==> src/rtl/div_unit_pkg.sv <==
// Shared definitions for the multicycle signed divider: FSM encoding, iteration
// count and the HI/LO write-path mux select codes.
package div_unit_pkg;

    localparam int DIV_ITER = 32;

    typedef enum logic [1:0] {
        IDLE = 2'b00,
        CALC = 2'b01,
        FIX  = 2'b10,
        DONE = 2'b11
    } div_state_e;

    // Select codes for the 3-input HI/LO data mux; data_1 = lo_out, data_2 = hi_out.
    typedef enum logic [1:0] {
        HILO_SEL_D0 = 2'd0,
        HILO_SEL_LO = 2'd1,
        HILO_SEL_HI = 2'd2
    } hilo_sel_e;

endpackage

==> src/rtl/div_unit_step.sv <==
// One restoring-division iteration: shift in the next dividend bit and
// trial-subtract the divisor magnitude.
module div_step #(
    parameter int DATA_WIDTH = 32
) (
    input  logic [DATA_WIDTH:0]   rem_i,
    input  logic                  bit_i,
    input  logic [DATA_WIDTH-1:0] dvsr_i,
    output logic [DATA_WIDTH:0]   rem_o,
    output logic                  qbit_o
);

    // One extra bit of headroom so the sign of the trial result is explicit.
    logic [DATA_WIDTH+1:0] shifted;
    logic [DATA_WIDTH+1:0] trial;

    always_comb begin
        shifted = {rem_i, bit_i};
        trial   = shifted - {2'b00, dvsr_i};
        qbit_o  = ~trial[DATA_WIDTH+1];
        rem_o   = qbit_o ? trial[DATA_WIDTH:0] : shifted[DATA_WIDTH:0];
    end

endmodule

==> src/rtl/div_unit.sv <==
// Multicycle signed divider (DIV): LO = quotient truncated toward zero,
// HI = remainder with the sign of the dividend.
module div_unit
    import div_unit_pkg::*;
#(
    parameter int DATA_WIDTH = DIV_ITER,
    parameter int CNT_WIDTH  = 6
) (
    input  logic                  clk,
    input  logic                  reset,
    input  logic                  div_start,
    input  logic [DATA_WIDTH-1:0] dividend,
    input  logic [DATA_WIDTH-1:0] divisor,
    output logic [DATA_WIDTH-1:0] lo_out,
    output logic [DATA_WIDTH-1:0] hi_out,
    output logic                  div_done,
    output logic                  div_zero,
    output logic                  div_busy
);

    div_state_e            state_q, state_d;
    logic [CNT_WIDTH-1:0]  cnt_q, cnt_d;
    logic [DATA_WIDTH:0]   rem_q, rem_d;
    logic [DATA_WIDTH-1:0] quo_q, quo_d;
    logic [DATA_WIDTH-1:0] dvsr_q, dvsr_d;
    logic                  sa_q, sa_d;
    logic                  sb_q, sb_d;
    logic [DATA_WIDTH-1:0] lo_q, lo_d;
    logic [DATA_WIDTH-1:0] hi_q, hi_d;
    logic                  zero_q, zero_d;

    logic [DATA_WIDTH:0]   step_rem;
    logic                  step_qbit;

    // quo_q shifts dividend magnitude out of the MSB while quotient bits enter the LSB.
    div_step #(.DATA_WIDTH(DATA_WIDTH)) u_step (
        .rem_i  (rem_q),
        .bit_i  (quo_q[DATA_WIDTH-1]),
        .dvsr_i (dvsr_q),
        .rem_o  (step_rem),
        .qbit_o (step_qbit)
    );

    always_ff @(posedge clk or posedge reset) begin
        if (reset) begin
            state_q <= IDLE;
            cnt_q   <= '0;
            rem_q   <= '0;
            quo_q   <= '0;
            dvsr_q  <= '0;
            sa_q    <= 1'b0;
            sb_q    <= 1'b0;
            lo_q    <= '0;
            hi_q    <= '0;
            zero_q  <= 1'b0;
        end else begin
            state_q <= state_d;
            cnt_q   <= cnt_d;
            rem_q   <= rem_d;
            quo_q   <= quo_d;
            dvsr_q  <= dvsr_d;
            sa_q    <= sa_d;
            sb_q    <= sb_d;
            lo_q    <= lo_d;
            hi_q    <= hi_d;
            zero_q  <= zero_d;
        end
    end

    always_comb begin
        state_d = state_q;
        cnt_d   = cnt_q;
        rem_d   = rem_q;
        quo_d   = quo_q;
        dvsr_d  = dvsr_q;
        sa_d    = sa_q;
        sb_d    = sb_q;
        lo_d    = lo_q;
        hi_d    = hi_q;
        zero_d  = 1'b0;

        unique case (state_q)
            IDLE: begin
                if (div_start) begin
                    if (divisor == '0) begin
                        zero_d  = 1'b1;
                        state_d = DONE;
                    end else begin
                        // Magnitudes are unsigned, so -2^(W-1) maps onto its own bit pattern.
                        quo_d   = dividend[DATA_WIDTH-1] ? -dividend : dividend;
                        dvsr_d  = divisor[DATA_WIDTH-1]  ? -divisor  : divisor;
                        sa_d    = dividend[DATA_WIDTH-1];
                        sb_d    = divisor[DATA_WIDTH-1];
                        rem_d   = '0;
                        cnt_d   = '0;
                        state_d = CALC;
                    end
                end
            end
            CALC: begin
                rem_d = step_rem;
                quo_d = {quo_q[DATA_WIDTH-2:0], step_qbit};
                cnt_d = cnt_q + 1'b1;
                if (cnt_q == CNT_WIDTH'(DATA_WIDTH - 1)) begin
                    state_d = FIX;
                end
            end
            FIX: begin
                lo_d    = (sa_q ^ sb_q) ? -quo_q : quo_q;
                hi_d    = sa_q ? -rem_q[DATA_WIDTH-1:0] : rem_q[DATA_WIDTH-1:0];
                state_d = DONE;
            end
            DONE: begin
                state_d = IDLE;
            end
            default: state_d = IDLE;
        endcase
    end

    assign lo_out   = lo_q;
    assign hi_out   = hi_q;
    assign div_done = (state_q == DONE);
    assign div_zero = zero_q;
    assign div_busy = (state_q == CALC) || (state_q == FIX);

endmodule

==> config.mk <==
export PLATFORM = sky130hd
export DESIGN_NAME = div_unit
export DESIGN_NICKNAME = d
export VERILOG_FILES = /design/src/rtl/div_unit_pkg.sv /design/src/rtl/div_unit_step.sv /design/src/rtl/div_unit.sv
export SDC_FILE = /design/constraint.sdc
export NUM_CORES = 1
export LEC_CHECK = 0
export ABC_AREA = 0
export CAP_MARGIN = 40
export CELL_PAD_IN_SITES_DETAIL_PLACEMENT = 0
export CELL_PAD_IN_SITES_GLOBAL_PLACEMENT = 1
export CORE_ASPECT_RATIO = 1.75
export CORE_UTILIZATION = 39
export DETAILED_ROUTE_END_ITERATION = 16
export PLACE_DENSITY_LB_ADDON = 0.1
export REMOVE_ABC_BUFFERS = 1
export SLEW_MARGIN = 30
export SYNTH_ARGS = -nofsm -noshare
export SYNTH_HDL_FRONTEND = slang
export SYNTH_SLANG_ARGS = --single-unit
==> constraint.sdc <==
create_clock -name clk -period 5.6 [get_ports clk]
set_clock_uncertainty 0.15 [all_clocks]
set_input_delay 0.84 -clock clk [delete_from_list [all_inputs] [get_ports clk]]
set_output_delay 0.84 -clock clk [all_outputs]
set_load 0.01 [all_outputs]
* Word-level counts from Yosys, hierarchy flattened *
Index checks and enable logic that the tools add are counted.

storage, ports and cells
  register bits = 172
  output and inout port bits = 67
  logic and storage cells = 54

operators by class
  add/sub/neg operators = 6
  equality and inequality tests = 7
  multiplexer cells = 21
  bitwise gates (word level) = 3
  reduce and logical (&&, ||, !) cells = 7

operators with widths
  kind                 number
  $mux 32              6
  $neg 32->32          4
  $mux 33              3
  $pmux 33 s2          1
  $pmux 32 s2          1
  $sub 34x32->34       1
  $logic_not 32->1     1
  $mux 6               2
  $pmux 6 s2           1
  $pmux 2 s4           1
  $add 6x1->6 const B  1
  $eq 6x5->1 const B   1
  $mux 2               3
  $ne 2x2->1 const B   3
  $reduce_and 3->1     2
  $eq 2x2->1 const B   2
  $mux 1               3
  $eq 2x1->1 const B   1
  $logic_not 2->1      1
  $not 1->1            2
  $reduce_and 2->1     1
  $reduce_bool 2->1    1
  $logic_or 1x1->1     1
  $xor 1x1->1          1

* Longest topological paths before layout *
Gate-level depths: netlist of the first run.

  depth in word-level cells = 5
  mapped depth = 15

* Hierarchy *
From an unflattened synthesis of the first run, not the netlist that was laid out.

second synthesis, totals
  cell total of the unflattened synthesis = 1373
  area total of the unflattened synthesis = 11568.6 um^2

by module, submodules not included
  module    times used  cells an instance  area an instance (um^2)  sequential area each (um^2)
  div_unit  1           1045               9397.8                   4304.1
  div_step  1           328                2170.8                   0.0

* Worst setup path after synthesis of the first run *
Ideal clock, no wire load.

  kind = input port to flip-flop
  from = input divisor[0]
  to = register quo_q[0]
  setup time = 0.147 ns
  data arrival time = 3.086 ns
  required time = 5.303 ns
  setup slack = 2.217 ns
  stages on the path = 11
  buffers on the path = 1
  cell sequence = inv_1 ha_1 or3b_2 nor4_1 nand4_1 o31ai_2 a21boi_2 nor2_1 buf_2 nand2_1 o311ai_0

on the way
  longest elaborated chain between the ends = 3

ends and longest elaborated chain
  item                               line            source
  start, declared                    div_unit.sv:13  input logic [DATA_WIDTH-1:0] divisor,
  $logic_not 32->1                   div_unit.sv:85  if (divisor == '0) begin
  $ne 2x2->1 (no source line)        -
  $reduce_and 3->1 (no source line)  -
  end signal, assigned               div_unit.sv:60  quo_q <= quo_d;
  end, declared                      div_unit.sv:24  logic [DATA_WIDTH-1:0] quo_q, quo_d;

Every way passes these cells.
A chain may end at the register's enable or synchronous reset.

* Final worst setup path of the first run *
  from = input divisor[0]
  to = register quo_q[29]

Same word-level chain as after synthesis.

==> results of run 1 <==
metal layers:
layer  global-route usage (%)  up-vias  wire (um)  part of all wire, %
met2                     44.2      201      18500                   54
met5                        0        -          0                    0
met1                     25.0     4781      13300                   39
li1                         -     5007          -                    -
met3                     3.16       51       1010                  3.0
met4                     9.99        0       1130                  3.3
report_power, final:
part           switching (mW)  total (mW)  leakage [nW]  internal (mW)
Combinational            3.24        5.90          3.52           2.66
Clock                   0.551        1.31         0.299          0.754
Sequential              0.636        2.48          2.03           1.85
Total                    4.43        9.69          5.85           5.26
metrics by stage:
stage,TNS [ps],instance area [um^2]
floorplan,-15090,11300
global placement,0,13300
detailed placement,0,13400
CTS,0,14000
global route,0,14000
finish,0,14000
worst min path at each step:
stage	cells after the start	slack (ps)	endpoint	from
after detailed placement	2	320	dvsr_q[25]	dvsr_q[25]
after global placement	2	310	dvsr_q[31]	dvsr_q[31]
after global routing	2	350	dvsr_q[25]	dvsr_q[25]
after floorplan	2	300	dvsr_q[31]	dvsr_q[31]
after CTS	2	340	dvsr_q[25]	dvsr_q[25]
final	2	330	dvsr_q[29]	dvsr_q[29]
cell type report:
class	count	area (um^2)	share of cell area [%]
multi-input cells	1041	6820	48.7
flip-flops and latches	172	4300	30.7
repair buffers	158	1580	11.3
well taps	382	478	3.41
clock buffers	17	425	3.04
clock inverters	15	210	1.50
inverters	51	196	1.40
diodes	1	2.50	0.0179
state kept, by name, indices dropped and copies added (netlist names):
register / count
rem_q: 33
hi_out: 32
lo_out: 32
div_zero: 1
sa_q: 1
sb_q: 1
cnt_q: 6
dvsr_q: 32
quo_q: 32
state_q: 2
worst max-delay path: cells and delay by family:
family	cells	cell delay, ps
compound gates	4	630
fa+ha+maj	1	180
buf+inv	5	1360
simple gates	4	1360
Yosys cell counts, types with 22 or more instances:
| master | number | share of area, % |
|---|---|---|
| a21o_1 | 22 | 1.4 |
| a21oi_1 | 126 | 5.4 |
| clkbuf_1 | 64 | 2.1 |
| dfrtp_1 | 172 | 37 |
| ha_1 | 42 | 4.5 |
| inv_1 | 50 | 1.6 |
| mux2_2 | 35 | 3.4 |
| mux2i_1 | 30 | 2.6 |
| nand2_1 | 124 | 4.0 |
| nand3_1 | 22 | 0.95 |
| nor2_1 | 107 | 3.5 |
| o21ai_0 | 107 | 4.6 |
| o22ai_1 | 54 | 2.9 |
| o31ai_1 | 26 | 1.7 |
| xnor2_1 | 69 | 5.2 |
| xor2_1 | 79 | 5.9 |
cell families after synthesis:
| kind of cell | Yosys count | synth area share, % |
|---|---|---|
| flops | 172 | 37.0 |
| compound gates | 427 | 22.2 |
| xor+xnor | 148 | 11.1 |
| buf+inv | 130 | 4.58 |
| fa+ha+maj | 43 | 4.69 |
| mux | 65 | 5.97 |
| simple gates | 358 | 14.4 |
==> results.json, run 1 <==
{
  "status": "finished clean",
  "hold_violations": 0,
  "seq_area_frac_synth_pct": 37.0,
  "required_ps": 5830,
  "relSlewSlack_pct": 48.8,
  "postCtsSetupBuffers": 0,
  "grt.overflow.total": 0,
  "rr_endpoint": "rem_q[28]",
  "ios": 134,
  "slowest_delay_ps": 480,
  "cts_buffers": 17,
  "synth_edf_count": 0,
  "cts_hold_buffers": 0,
  "grt_pass1_vias": 10200,
  "synth_async_sr_flop_share_pct": 100,
  "end_kind": "flip-flop",
  "htreeDepth": 4,
  "antenna_found_initial": 1,
  "cp_cell_sequence": "clkdlybuf4s50_1, inv_1, ha_1, or3b_2, nor4_1, nand4_1, o31ai_4, buf_4, a21boi_2, buf_4, buf_4, or3_1, o21ai_0, a21oi_1",
  "drt_iter0_markers": 376,
  "utilization_pct": 47.8,
  "tightestPinTransition_ps": 765,
  "cp.arrival_ps": 4390,
  "cts_sinks": 172,
  "core_area_um2": 29300,
  "crit_type": "in2reg",
  "yosysWarnings": 0,
  "routedWlPerCell_um": 18.5,
  "place_ws_ps": 952,
  "synth_area_um2": 11600,
  "clkLatencyLatePin_ps": 460,
  "fp.dieW_um": 133,
  "layout_common_cells": "dfrtp_1 (172), clkdlybuf4s50_1 (133), a21oi_1 (126)",
  "port-buffer-count": 133,
  "hpwl_um": 25700,
  "drv_slew": 0,
  "via_count": 10000,
  "wl_um": 33900,
  "cts.clk_slew.worst_paths_ps": 70,
  "cp_common_cell": "buf_4",
  "ys_ff_latch": 172,
  "p_total_mw": 9.69,
  "fmax_mhz": 240,
  "leakage_nw": 5.85,
  "worstHoldPathType": "reg2reg",
  "peakVddDrop_mv": 0.346,
  "die-area_um2": 30500,
  "slowest_stage": "or3b_2",
  "path_max_fanout": 32,
  "fill_cells": 2949,
  "rows": 83,
  "dp.cells": 1804,
  "routabilityCongestion": 0.854,
  "via_per_inst": 5.47,
  "fp.dieH_um": 230,
  "final_common_cell": "dfrtp_1",
  "start_util_pct": 39.7,
  "synth_flop_cell": "dfrtp_1",
  "grt_max_degree": 80,
  "pwr_density_cell_nw_per_um2": 692,
  "setup_ws_ps": 1440,
  "cp-endpoint": "quo_q[29]",
  "synth.avg_cell_area_um2": 8.66,
  "cts_tree": "yes",
  "timing.hold.ws_ps": 331,
  "reg2reg_slack_ps": 1700,
  "post-route-min-period_ps": 4160,
  "grt_pass1_wl_um": 54900,
  "final_nets": 1551,
  "r2r-start": "rem_q[9]",
  "post-route-period-util_pct": 74.3,
  "cts-root-buf": "clkbuf_16",
  "cts.repair.resized": 0,
  "rsz0062_at_grt": "no",
  "drcViolationCount": 0,
  "cp-start-kind": "input pin",
  "max_cap_violations": 0,
  "areaGrowthSynthToFinish_pct": 20.4,
  "ant_nets": 0,
  "setup_viol": 0,
  "startpoint": "divisor[0]",
  "first_pass_iters": 5,
  "rr_worst_depth": 10,
  "layoutNonFillerInstCount": 1837,
  "drive_gt1_share_pct": 8.18,
  "track_usage_pct": 23.1,
  "clock_path_buffers": 2,
  "synth_cells": 1343,
  "synth_cell_types": 72
}
Power figures use the tool's default switching activity.
==> inputs of run 2 (changes only) <==
clock period = 3.6 ns   (was 5.6 ns; I/O delays follow)
==> results.json, run 2 (synthesis results as in run 1) <==
{
  "final_nets": 1625,
  "post-route-period-util_pct": 94.1,
  "grt_max_degree": 59,
  "drive_gt1_share_pct": 12.7,
  "leakage_nw": 6.20,
  "fp.dieH_um": 230,
  "areaGrowthSynthToFinish_pct": 25.3,
  "via_per_inst": 5.44,
  "clock_path_buffers": 2,
  "cp.arrival_ps": 3560,
  "fp.dieW_um": 133,
  "routabilityCongestion": 0.868,
  "drv_slew": 0,
  "port-buffer-count": 133,
  "finalSetupTns_ps": 0,
  "cts_hold_buffers": 0,
  "first_pass_iters": 5,
  "path_buf_inv": 1,
  "multi_input_area_um2": 6830,
  "die-area_um2": 30500,
  "slowest_delay_ps": 500,
  "slowest_stage": "or4b_4",
  "hold_violations": 0,
  "core_area_um2": 29300,
  "ios": 134,
  "end_kind": "flip-flop",
  "cts_tree": "yes",
  "antenna_found_initial": 0,
  "max_cap_violations": 0,
  "final_common_cell": "dfrtp_1",
  "grt.overflow.total": 0,
  "required_ps": 3770,
  "seqCellArea_um2": 4300,
  "track_usage_pct": 23.8,
  "fmax_mhz": 295,
  "ant_nets": 0,
  "timing.hold.ws_ps": 328,
  "cts_sinks": 172,
  "postCtsSetupBuffers": 0,
  "path_max_fanout": 13,
  "cp_top_family": "simple AND/OR/NAND/NOR gates",
  "fill_cells": 2875,
  "cp_cell_sequence": "ha_1, and3_4, nor2b_4, or4b_4, o221ai_4, a2111oi_1, or3_1, and2_4, buf_4, mux2i_1, o21ai_0",
  "cts-root-buf": "clkbuf_16",
  "post-route-min-period_ps": 3390,
  "rsz0062_at_grt": "no",
  "drcViolationCount": 0,
  "top_register": "rem_q",
  "setup_viol": 0,
  "via_count": 10400,
  "grt_pass1_vias": 10700,
  "start_util_pct": 39.7,
  "cts.repair.resized": 0,
  "htreeDepth": 4,
  "clkLatencyLatePin_ps": 450,
  "drt_iter0_markers": 575,
  "antenna_cells": 0,
  "layout_common_cells": "dfrtp_1 (172), clkdlybuf4s50_1 (133), a21oi_1 (125)",
  "cts_buffers": 17,
  "cp-start-kind": "flip-flop",
  "crit_type": "reg2reg",
  "pwr_density_cell_nw_per_um2": 1060,
  "rows": 83,
  "wl_um": 35100,
  "tightestPinTransition_ps": 616,
  "peakVddDrop_mv": 0.516,
  "relSlewSlack_pct": 59.0,
  "largest_register_ffs": 33,
  "worstHoldPathType": "reg2reg",
  "routedWlPerCell_um": 18.4,
  "hpwl_um": 26800,
  "status": "finished clean",
  "grt_pass1_wl_um": 56600,
  "cts.clk_slew.worst_paths_ps": 70
}
## run 2: layout make-up
cell class / count / share of cell area [%]
Sequential cell: 172 / 29.5
Timing Repair Buffer: 232 / 14.9
Clock buffer: 17 / 2.92
Inverter: 51 / 1.35
Tap cell: 382 / 3.28
Clock inverter: 15 / 1.14
Multi-Input combinational cell: 1041 / 46.9
## run 2: power by group
part | internal, mW | total [mW] | switching [mW] | leakage [nW]
combinational | 4.59 | 9.92 | 5.33 | 3.89
clock | 1.03 | 1.90 | 0.865 | 0.274
sequential | 2.87 | 3.70 | 0.831 | 2.03
total | 8.50 | 15.5 | 7.03 | 6.20
## run 2: worst paths after layout
path	from	end	slack, ps	depth (start not counted)
worst max-delay path	rem_q[8]	rem_q[18]	210	11
worst min-delay path	dvsr_q[27]	dvsr_q[27]	330	2
worst max register to register	rem_q[8]	rem_q[18]	210	11
worst min register to register	dvsr_q[27]	dvsr_q[27]	330	2
max in group asynchronous	reset	dvsr_q[21]	2180	3
min in group asynchronous	reset	lo_out[17]	370	2
## run 2: metal layers
layer	share of wire, %	vias up	GRT usage (%)	wire (um)
met5	0	-	0	0
met4	3.3	0	10.4	1160
met3	3.1	56	3.84	1100
met2	56	206	46.1	19500
met1	38	4976	24.9	13300
li1	-	5145	-	-
## run 2: metrics by stage
stage | total power, mW | cell area [um^2] | std cells | setup slack, ps | utilization, %
floorplan | 10.1 | 11300 | 1264 | -2250 | -
global placement | 13.6 | 14000 | 1876 | -29.1 | 47.7
detailed placement | 13.7 | 14000 | 1878 | -40.4 | 47.7
CTS | 15.7 | 14600 | 1910 | 134 | 49.7
global route | 16.9 | 14600 | 1910 | 23.5 | 49.8
finish | 15.5 | 14600 | 1910 | 212 | 49.8
## run 2: worst register-to-register path, cell delays in order (launching register included)
cell	delay [ps]
dfrtp_1	490
ha_1	360
and3_4	180
nor2b_4	130
or4b_4	500
o221ai_4	230
a2111oi_1	140
or3_1	350
and2_4	250
buf_4	190
mux2i_1	180
o21ai_0	100
